[src/rtl/mul_seq.sv]
// Sequential radix-2 shift-and-add multiplier: one partial-product step per clock.
// Define MUL_SIGNED_EN for two's-complement operands and product (sign-magnitude internally).
module mul_seq #(
    parameter int WIDTH = 16
) (
    input  logic                 clk_i,
    input  logic                 rst_i,
    input  logic                 in_valid_i,
    output logic                 in_ready_o,
    input  logic [WIDTH-1:0]     A_i,
    input  logic [WIDTH-1:0]     B_i,
    output logic                 out_valid_o,
    input  logic                 out_ready_i,
    output logic [2*WIDTH-1:0]   P_o
);

    localparam int CW = $clog2(WIDTH);

    typedef enum logic [1:0] {
        IDLE = 2'd0,
        BUSY = 2'd1,
        DONE = 2'd2
    } state_t;

    state_t               state_q, state_d;
    logic [WIDTH-1:0]     mcand_q, mcand_d;
    logic [2*WIDTH-1:0]   acc_q, acc_d;
    logic [CW-1:0]        cnt_q, cnt_d;
    logic [2*WIDTH-1:0]   p_q, p_d;

    logic [WIDTH:0]       sum;
    logic [2*WIDTH-1:0]   acc_step;
    logic [2*WIDTH-1:0]   p_final;
    logic [WIDTH-1:0]     a_mag;
    logic [WIDTH-1:0]     b_mag;
    logic                 last_step;

`ifdef MUL_SIGNED_EN
    logic                 sign_q, sign_d;

    // -2^(WIDTH-1) negates to itself, which read as unsigned is the right magnitude.
    assign a_mag   = A_i[WIDTH-1] ? (~A_i + 1'b1) : A_i;
    assign b_mag   = B_i[WIDTH-1] ? (~B_i + 1'b1) : B_i;
    assign p_final = sign_q ? (~acc_step + 1'b1) : acc_step;
`else
    assign a_mag   = A_i;
    assign b_mag   = B_i;
    assign p_final = acc_step;
`endif

    // Carry out of the (WIDTH+1)-bit add becomes the top bit after the right shift.
    always_comb begin
        sum       = {1'b0, acc_q[2*WIDTH-1:WIDTH]} + (acc_q[0] ? {1'b0, mcand_q} : '0);
        acc_step  = {sum, acc_q[WIDTH-1:1]};
        last_step = (cnt_q == CW'(WIDTH - 1));
    end

    // State register
    always_ff @(posedge clk_i or posedge rst_i) begin
        if (rst_i) begin
            state_q <= IDLE;
            mcand_q <= '0;
            acc_q   <= '0;
            cnt_q   <= '0;
            p_q     <= '0;
`ifdef MUL_SIGNED_EN
            sign_q  <= 1'b0;
`endif
        end else begin
            state_q <= state_d;
            mcand_q <= mcand_d;
            acc_q   <= acc_d;
            cnt_q   <= cnt_d;
            p_q     <= p_d;
`ifdef MUL_SIGNED_EN
            sign_q  <= sign_d;
`endif
        end
    end

    // Next-state and datapath
    always_comb begin
        state_d = state_q;
        mcand_d = mcand_q;
        acc_d   = acc_q;
        cnt_d   = cnt_q;
        p_d     = p_q;
`ifdef MUL_SIGNED_EN
        sign_d  = sign_q;
`endif
        unique case (state_q)
            IDLE: begin
                if (in_valid_i) begin
                    mcand_d = a_mag;
                    acc_d   = {{WIDTH{1'b0}}, b_mag};
                    cnt_d   = '0;
`ifdef MUL_SIGNED_EN
                    sign_d  = A_i[WIDTH-1] ^ B_i[WIDTH-1];
`endif
                    state_d = BUSY;
                end
            end
            BUSY: begin
                acc_d = acc_step;
                cnt_d = cnt_q + 1'b1;
                if (last_step) begin
                    p_d     = p_final;
                    state_d = DONE;
                end
            end
            DONE: begin
                if (out_ready_i) begin
                    state_d = IDLE;
                end
            end
            default: state_d = IDLE;
        endcase
    end

    // Outputs decode flops only
    always_comb begin
        in_ready_o  = (state_q == IDLE);
        out_valid_o = (state_q == DONE);
        P_o         = p_q;
    end

endmodule
[config.mk]
export PLATFORM = sky130hd
export DESIGN_NAME = mul_seq
export DESIGN_NICKNAME = d
export VERILOG_FILES = /design/src/rtl/mul_seq.sv
export SDC_FILE = /design/constraint.sdc
export NUM_CORES = 1
export LEC_CHECK = 0
export ABC_CLOCK_PERIOD_IN_PS = 8700
export CELL_PAD_IN_SITES_DETAIL_PLACEMENT = 1
export CELL_PAD_IN_SITES_GLOBAL_PLACEMENT = 2
export CORE_MARGIN = 1.5
export CORE_UTILIZATION = 36
export DETAILED_ROUTE_END_ITERATION = 8
export PLACE_DENSITY = 0.87
export SYNTH_ARGS = -nofsm -noshare
export SYNTH_HDL_FRONTEND = slang
export SYNTH_SLANG_ARGS = --single-unit
export TNS_END_PERCENT = 30
[constraint.sdc]
create_clock -name clk_i -period 8.7 [get_ports clk_i]
set_clock_uncertainty 0.15 [all_clocks]
set_input_delay 1.74 -clock clk_i [delete_from_list [all_inputs] [get_ports clk_i]]
set_output_delay 1.74 -clock clk_i [all_outputs]
set_load 0.01 [all_outputs]
==> results of run 1 <==
critical path, stage by stage:
cell and delay (ns):
clkdlybuf4s50_1 0.83, nor2b_1 0.64, nor2b_2 1.07, mux2_2 0.43
metrics by stage:
stage / worst slack, ns / utilization [%] / power, mW
2_1_floorplan: 4.59 / - / 1.39
3_3_place_gp: 3.85 / 44.1 / 1.71
3_5_place_dp: 3.72 / 44.1 / 1.76
4_1_cts: 4.10 / 47.0 / 2.22
5_1_grt: 3.90 / 47.0 / 2.37
6_report: 4.06 / 47.0 / 2.20
kinds of logic (layout without fill, tap and decap cells):
group	after synthesis	in the layout	share of synthesized area, %
simple gates	183	183	20.2
fa+ha+maj	18	18	5.21
mux	19	19	4.76
flops	86	86	48.1
xor+xnor	8	8	1.57
compound gates	119	119	17.0
buf+inv	34	99	3.05
report_power, final:
group          switching, mW  leakage, nW  internal (mW)
clock                  0.160        0.175          0.291
combinational          0.549         1.31          0.477
sequential             0.130         1.07          0.591
total                  0.839         2.56           1.36
final cells by class:
cell class	count	share of cell area, %
inverters	8	0.552
clock inverters	2	1.06
clock buffers	14	5.19
repair buffers	75	13.0
well taps	168	3.71
multi-input cells	347	38.6
flip-flops and latches	86	38.0
state kept, by name, indices dropped and copies added (netlist names):
signal and count:
P_o 32, mcand_q 16, state_q 2, acc_q 32, cnt_q 4
cell usage in the layout (no fill, tap or decap), types with 4 or more instances in the layout:
cell	n
dfrtp_1	86
o21ai_0	37
or3_1	6
mux2_2	18
and2_1	18
ha_1	17
nor2_1	13
nand4_1	4
nand3_1	9
nor3_1	5
a21o_1	5
clkbuf_8	5
clkbuf_16	9
and3b_1	8
a22o_1	5
clkdlybuf4s50_1	69
buf_4	6
nand2b_1	4
nand2_1	94
inv_1	7
a21oi_1	30
nor2b_1	11
xnor2_1	6
o31ai_1	5
a22oi_1	9
worst min path at each step:
| stage | from | end | slack [ns] | cells after the start |
|---|---|---|---|---|
| floorplan | acc_q[27] | acc_q[27] | 0.31 | 2 |
| global placement | P_o[10] | P_o[10] | 0.31 | 2 |
| detailed placement | P_o[19] | P_o[19] | 0.32 | 2 |
| CTS | P_o[14] | P_o[14] | 0.34 | 2 |
| global route | P_o[22] | P_o[22] | 0.36 | 2 |
| finish | P_o[14] | P_o[14] | 0.33 | 2 |
metal layers:
| layer | GRT usage (%) | vias to the layer above |
|---|---|---|
| met5 | 0 | - |
| met1 | 24.4 | 1847 |
| met4 | 6.17 | 0 |
| li1 | - | 1753 |
| met3 | 6.30 | 20 |
| met2 | 34.0 | 69 |
==> metrics.yaml, run 1 <==
status: "complete, no violations"
fill_cells: 1380
start_util_pct: 37.1
antenna_left: 0
p_per_area_nw_per_um2: 388
top_layer: "met4"
gr-total-overflow: 0
multi_input_area_um2: 2190
setup_viol: 0
worstPathArrival_ns: 4.72
slew_viol_final: 0
finalSetupTns_ns: 0
die-height_um: 114
wl_per_cell_um: 17.1
tightest_slew_ns: 1.19
final_cells: 700
via_per_inst: 5.27
yosysTopAreaCell: "dfrtp_1"
numPortBuffers: 69
fp.coreArea_um2: 12100
netlist_instances: 467
via_count: 3689
cts_resized: 0
htree_levels: 3
seq_area_frac_synth_pct: 48.1
p_leak_nw: 2.56
synthTopCellsByCount: "nand2_1 (94), dfrtp_1 (86), o21ai_0 (37)"
wl_met2_mm: 5.84
required_ns: 8.78
cts_sinks: 86
drt_iter0_markers: 160
hold-worst-slack_ns: 0.327
synthToLayoutAreaGrowth_pct: 26.8
synth.cell_area_um2: 4470
placementRows: 40
relSlewSlack_pct: 20.2
grt_antenna_before_repair: 0
synth_warnings: 0
max-vdd-ir-drop_v: 0.000128
layout-drive-gt1-share_pct: 9.40
seq_area_um2: 2150
ioPinCount: 70
cp-end-kind: "flop"
reg2reg_setup_slack_ns: 5.55
synth.area.top_cells: "dfrtp_1 (48%), nand2_1 (7.9%), ha_1 (4.8%)"
avgSynthCellArea_um2: 9.57
synth_edf_count: 0
cts_buffers: 9
path_clk_slew_ns: 0.06
final.min_clock_period_ns: 4.64
dr.pass1.iters: 4
cts_setup_buffers: 0
syn_nets: 521
drt_wl_total_mm: 12.0
wl_met3_um: 549
grt_usage_pct: 20.1
finalHoldViolations: 0
start_kind: "input port"
crit_end: "mcand_q[8]"
drc: 0
reg2regPathDepth: 8
synth_cell_types: 50
rr_startpoint: "acc_q[0]"
synth_top_area_share_pct: 48.1
worstPathMaxFanout: 19
crit_start: "in_valid_i"
rsz0062_at_grt: "no"
synth.most_common_cell: "nand2_1"
dp_hpwl_mm: 8.17
grt_pass1_wl_mm: 20.2
hp-class: "flop to flop"
critPathKind: "input port to flop"
timing.final.crit_share_pct: 53.3
antenna_cells: 0
cap_violations: 0
place_inst: 684
clock_path_buffers: 2
grt_max_degree: 62
clock_latency_ns: 0.35
timing.rr.end: "P_o[29]"
async_reset_ff_share_pct: 100
die_w_um: 114
final_area_um2: 5670
die-area_um2: 13100
wl_met1_mm: 5.38
max_freq_mhz: 216
synthFlopType: "dfrtp_1"
cts_hold_buf: 0
yosys_register_bits: 86
gp_congestion: 0.800
cts-root-buf: "clkbuf_16"
place_area_um2: 5320
nNetsFinal: 581
cts_tree: "done"
grt_pass1_vias: 4043
(Power assumes the default switching activity.)
==> run 2: changes to the inputs <==
- ABC_CLOCK_PERIOD_IN_PS: 8700 -> 4100
- CORE_UTILIZATION: 36 -> 30
- PLACE_DENSITY: 0.87 -> 0.77
- clock period: 8.7 -> 4.1 ns (I/O delays scaled with it)
==> run 2 against run 1 <==
Effect of this change:
- final cell count increased by 2.7%
- worst hold slack improved by 0.0027 ns
- die area increased by 19%
- register-to-register slack got worse by 4.5 ns
- count of clock-buffer cells in the layout decreased by 2
- critical path type is now flop to flop
- critical endpoint is now P_o[29]
- largest cell class unchanged
- largest power group unchanged
==> metrics.yaml, run 2 (synthesized netlist as in run 1, its figures left out) <==
numPortBuffers: 69  # unchanged
p_per_area_nw_per_um2: 808  # +110%
hold_start: "P_o[20]"
grt_max_degree: 87  # +40%
cts_setup_buffers: 0  # unchanged
combPwrFrac_pct: 47.8  # +1.1 points
start_kind: "flop"
swShare_pct: 39.1  # +0.99 points
reg2regPathDepth: 8  # unchanged
fill_cells: 1680  # +22%
rsz0062_at_grt: "no"
utilization_pct: 39.2  # -7.9 points
path_cells: "and2_1 -> ha_1 -> fa_1 -> a21o_1 -> a221oi_4 -> nor4_4 -> or3_1 -> a31oi_1"
hp-class: "flop to flop"
htree_levels: 3  # unchanged
layout-drive-gt1-share_pct: 10.1  # +0.69 points
cts_sinks: 86  # unchanged
grt_usage_pct: 16.8  # -3.3 points
timing.rr.end: "P_o[29]"
worstPathArrival_ns: 3.20  # -1.52 ns
synthToLayoutAreaGrowth_pct: 27.3
setup_viol: 0  # unchanged
cp-end-kind: "flop"
path_clk_slew_ns: 0.06  # about the same
antenna_cells: 0  # unchanged
clock_path_buffers: 2  # unchanged
grt_pass1_wl_mm: 20.9  # +3.6%
p_int_mw: 2.80  # +110%
ioPinCount: 70  # unchanged
dr.pass1.iters: 4  # unchanged
status: "complete, no violations"
via_count: 3644  # -1.2%
grt_pass1_vias: 3993  # -1.2%
finalSetupTns_ns: 0  # unchanged
rr_startpoint: "acc_q[0]"
finalHoldViolations: 0  # unchanged
timing.final.crit_share_pct: 75.3
placementRows: 44  # +10%
nNetsFinal: 585  # +0.69%
drc: 0  # unchanged
whs_endpoint: "P_o[20]"
clock_latency_ns: 0.35  # about the same
total_power_mw: 4.60  # +110%
power.share.sequential_pct: 33.6  # +0.8 points
required_ns: 4.22  # -4.56 ns
cp_slowest_cell: "dfrtp_1"
tightest_slew_ns: 0.867  # -0.324 ns
die-area_um2: 15600  # +19%
max-vdd-ir-drop_v: 0.000269  # +110%
p_leak_nw: 2.57  # +0.16%
reg2reg_setup_slack_ns: 1.01  # -4.54 ns
drt_wl_total_mm: 12.6  # +5.1%
dp_hpwl_mm: 8.42  # +3.1%
die-height_um: 125  # +9.3%
cap_violations: 0  # unchanged
gr-total-overflow: 0  # unchanged
p_sw_mw: 1.80  # +110%
timing.hold.worst_path_depth: 2  # unchanged
relSlewSlack_pct: 42.2  # +22 points
antenna_left: 0  # unchanged
worstPathMaxFanout: 18  # -1
cts_tree: "done"
slew_viol_final: 0  # unchanged
cts_hold_buf: 0  # unchanged
final_area_um2: 5690  # +0.38%
layout_common_cells: "nand2_1 (94), dfrtp_1 (86), clkdlybuf4s50_1 (69)"
cts-root-buf: "clkbuf_16"
final.min_clock_period_ns: 3.09
fp.coreArea_um2: 14500  # +20%
wl_per_cell_um: 17.5  # +2.3%
grt_antenna_before_repair: 0  # unchanged
final_common_cell: "nand2_1"
max_freq_mhz: 324
drt_iter0_markers: 121  # -24%
via_per_inst: 5.07  # -3.8%
place_area_um2: 5380  # +1.2%
gp_congestion: 0.788  # -1.4%
power.share.clock_pct: 18.7  # -1.8 points
cts_buffers: 9  # unchanged
start_util_pct: 30.8  # -6.3 points
cts_resized: 0  # unchanged
die_w_um: 125  # +9.3%
cpPeakStageDelay_ns: 0.57  # -0.50 ns
critPathKind: "flop to flop"
run 2: changes by cell type in the layout (fill, tap and decap cells not counted):
cell | previous run | this run
buf_4 | 6 | 9
clkinvlp_4 | 0 | 1
o21bai_1 | 3 | 2
clkinv_2 | 1 | 2
bufinv_16 | 2 | 1
buf_12 | 0 | 1
clkbuf_8 | 5 | 3
o21bai_2 | 0 | 1
run 2: power by group through the flow:
stage / Clock (mW) / Combinational, mW / Sequential (mW)
after floorplan: 0 / 1.43 / 1.52
after global placement: 0 / 2.13 / 1.55
after detailed placement: 0 / 2.20 / 1.56
after CTS: 0.887 / 2.22 / 1.55
after global routing: 0.921 / 2.44 / 1.61
final: 0.860 / 2.20 / 1.54
run 2: stage by stage:
step | std cells | hold WS (ns) | setup slack, ns
floorplan | 467 | 0.305 | 0.908
global placement | 704 | 0.312 | 1.10
detailed placement | 704 | 0.319 | 1.06
CTS | 719 | 0.339 | 0.970
global route | 719 | 0.360 | 0.806
finish | 719 | 0.330 | 1.01
run 2: worst max-delay path: cells and delay by family (launching register included):
kind                       cells  cell delay [ns]
DFF                            1             0.57
adders and majority gates      2             0.66
and+or+nand+nor                3             0.78
AOI/OAI and AO/OA              3             0.86
run 2: cell type report:
| cell class | count | area, µm² | share of cell area [%] |
|---|---|---|---|
| clock buffer | 12 | 267 | 4.68 |
| clock inverter | 3 | 42.5 | 0.747 |
| inverter | 8 | 31.3 | 0.550 |
| multi-input combinational | 347 | 2190 | 38.5 |
| sequential | 86 | 2150 | 37.8 |
| tap | 184 | 230 | 4.04 |
| timing repair buffer | 79 | 778 | 13.7 |
run 2: worst max path at each step:
stage | startpoint | to | slack [ns] | cells past startpoint
6_report | acc_q[0] | P_o[29] | 1.01 | 8
5_1_grt | acc_q[0] | P_o[29] | 0.81 | 8
4_1_cts | acc_q[0] | P_o[29] | 0.97 | 8
3_5_place_dp | acc_q[0] | P_o[29] | 1.06 | 8
3_3_place_gp | acc_q[0] | P_o[29] | 1.10 | 8
2_1_floorplan | rst_i | P_o[0] | 0.91 | 1
run 2: per-layer routing:
layer	GRT usage [%]	up-vias	share of wire (%)
li1	-	1766	-
met1	20.9	1802	45
met2	28.0	67	49
met3	6.08	9	5.4
met4	3.81	0	1.1
met5	0	-	0
==> run 3: changes to the inputs <==
- ABC_CLOCK_PERIOD_IN_PS: 4100 -> 2800
- clock period: 4.1 -> 2.8 ns (I/O delays scaled with it)
==> run 3 against run 2 <==
Effect of this change:
- utilization up 0.94 points
- non-clock buffer count up 16
- register-to-register slack worse by 0.87 ns
- maximum frequency up 16%
- routed wire length down 0.94%
- worst hold slack better by 0.0016 ns
- sequential power up 45%
- count of clock-buffer cells in the layout down 1
- largest power group unchanged
==> metrics.yaml, run 3 (synthesized netlist as in run 1, its figures left out) <==
status: "complete, no violations"
whs_endpoint: "P_o[13]"
hold_start: "P_o[13]"
cpPeakStageDelay_ns: 0.41  # -0.16 ns
worstPathMaxFanout: 4  # -14
dr.pass1.iters: 4  # unchanged
via_per_inst: 5.05  # -0.30%
grt_max_degree: 87  # unchanged
utilization_pct: 40.1  # +0.94 points
cts_hold_buf: 0  # unchanged
cp_slowest_cell: "a221oi_4"
die-height_um: 125  # unchanged
numPortBuffers: 69  # unchanged
relSlewSlack_pct: 61.7  # +20 points
finalHoldViolations: 0  # unchanged
grt_antenna_before_repair: 0  # unchanged
multi_input_area_um2: 2210  # +0.97%
ioPinCount: 70  # unchanged
combPwrFrac_pct: 49.3  # +1.5 points
gr-total-overflow: 0  # unchanged
timing.rr.end: "P_o[23]"
layout_common_cells: "nand2_1 (94), dfrtp_1 (86), clkdlybuf4s50_1 (69)"
cts_sinks: 86  # unchanged
final_common_cell: "nand2_1"
cts_buffers: 9  # unchanged
cts-root-buf: "clkbuf_16"
reg2reg_setup_slack_ns: 0.14  # -0.87 ns
die_w_um: 125  # unchanged
via_count: 3719  # +2.1%
htree_levels: 3  # unchanged
p_sw_mw: 2.66  # +48%
timing.hold.worst_path_depth: 2  # unchanged
cap_violations: 0  # unchanged
wl_per_cell_um: 16.9  # -3.2%
clock_path_buffers: 2  # unchanged
final.min_clock_period_ns: 2.66  # -0.434 ns
drt_iter0_markers: 140  # +16%
swShare_pct: 38.9  # -0.21 points
slew_viol_final: 0  # unchanged
p_per_area_nw_per_um2: 1170  # +45%
critPathKind: "flop to flop"
worstPathArrival_ns: 2.74  # -0.46 ns
max-vdd-ir-drop_v: 0.000350  # +30%
fill_cells: 1661  # -1.1%
p_int_mw: 4.18  # +49%
start_kind: "flop"
grt_pass1_wl_mm: 20.9  # -0.23%
required_ns: 2.88  # -1.34 ns
rsz0062_at_grt: "yes"
hold-worst-slack_ns: 0.331  # +0.00165 ns
start_util_pct: 30.8  # unchanged
power.share.sequential_pct: 32.7  # -0.9 points
fp.coreArea_um2: 14500  # unchanged
total_power_mw: 6.84  # +49%
timing.final.crit_share_pct: 94.8  # +19 points
path_cells: "and2_1 -> ha_1 -> fa_2 -> a21o_1 -> a221oi_4 -> buf_4 -> o21ba_2 -> mux2i_1 -> nand2_1"
p_leak_nw: 2.63  # +2.6%
seq_area_um2: 2150  # unchanged
clock_latency_ns: 0.35  # about the same
power.share.clock_pct: 18.0  # -0.7 points
hp-class: "flop to flop"
tightest_slew_ns: 0.573  # -0.294 ns
path_clk_slew_ns: 0.07  # about the same
drc: 0  # unchanged
synthToLayoutAreaGrowth_pct: 30.4
layout-drive-gt1-share_pct: 13.6  # +3.5 points
placementRows: 44  # unchanged
grt_pass1_vias: 4125  # +3.3%
dp_hpwl_mm: 8.86  # +5.2%
cp.buffers_inverters: 1  # +1
gp_congestion: 0.816  # +3.5%
finalSetupTns_ns: 0  # unchanged
drt_wl_total_mm: 12.5  # -0.94%
max_freq_mhz: 377  # +16%
rr_startpoint: "acc_q[0]"
critPathTopFamily: "compound AO/OA/AOI/OAI gates"
die-area_um2: 15600  # unchanged
cts_tree: "done"
reg2regPathDepth: 9  # +1
setup_viol: 0  # unchanged
grt_usage_pct: 16.8  # about the same
nNetsFinal: 601  # +2.7%
cp-end-kind: "flop"
antenna_cells: 0  # unchanged
antenna_left: 0  # unchanged
==> run 3: changes by cell type in the layout (fill, tap and decap cells not counted), sizes merged <==
| cell | change |
|---|---|
| clkinvlp | +2 |
| clkbuf | -1 |
| buf | +16 |
==> run 3: metrics by stage <==
| step | setup WS (ns) | area, µm² | std cells |
|---|---|---|---|
| 4_1_cts | 0.0107 | 5800 | 735 |
| 2_1_floorplan | 0.0523 | 4470 | 467 |
| 3_5_place_dp | 0.0227 | 5500 | 719 |
| 5_1_grt | -0.0102 | 5830 | 736 |
| 6_report | 0.145 | 5830 | 736 |
| 3_3_place_gp | 0.0962 | 5500 | 719 |
==> run 3: worst min-delay path, delay by kind of cell, from the launching register on <==
kind / cells / cell delay [ns]
DFF: 1 / 0.35
and+or+nand+nor: 2 / 0.10
==> run 3: worst max-delay path by stage <==
stage	start	to	slack [ns]	cells after the start
after global routing	acc_q[0]	acc_q[28]	-0.01	8
final	acc_q[0]	P_o[23]	0.14	9
after global placement	acc_q[0]	P_o[29]	0.1	8
after CTS	acc_q[0]	acc_q[28]	0.01	8
after floorplan	acc_q[0]	P_o[29]	0.05	9
after detailed placement	acc_q[0]	acc_q[28]	0.02	8
==> run 3: power by group through the flow <==
stage                     Sequential (mW)  Combinational [mW]  Clock (mW)
after floorplan                      2.22                2.10           0
after global routing                 2.33                3.77        1.31
after global placement               2.25                3.27           0
after CTS                            2.25                3.39        1.27
after detailed placement             2.26                3.37           0
final                                2.24                3.37        1.23
==> run 3: what timing repair did <==
| item | in CTS | in global routing |
|---|---|---|
| gates cloned | 0 | 0 |
| setup endpoints to repair | 1 | 12 |
| buffers inserted | 0 | 1 |
| pin swaps | 2 | 2 |
| gates resized for setup | 0 | 5 |
==> run 3: final cells by class <==
cell class                      count  share of cell area (%)
Multi-Input combinational cell    347                    38.0
Sequential cell                    86                    36.9
Timing Repair Buffer               95                    15.4
Clock buffer                       11                    4.16
Tap cell                          184                    3.95
Clock inverter                      5                    1.01
Inverter                            8                   0.580
==> run 3: routing by layer <==
metal	vias up	wire, µm	track usage (%)
met1	1841	5830	21.3
met5	-	0	0
li1	1801	-	-
met4	0	214	6.35
met3	12	526	3.68
met2	65	5900	28.1
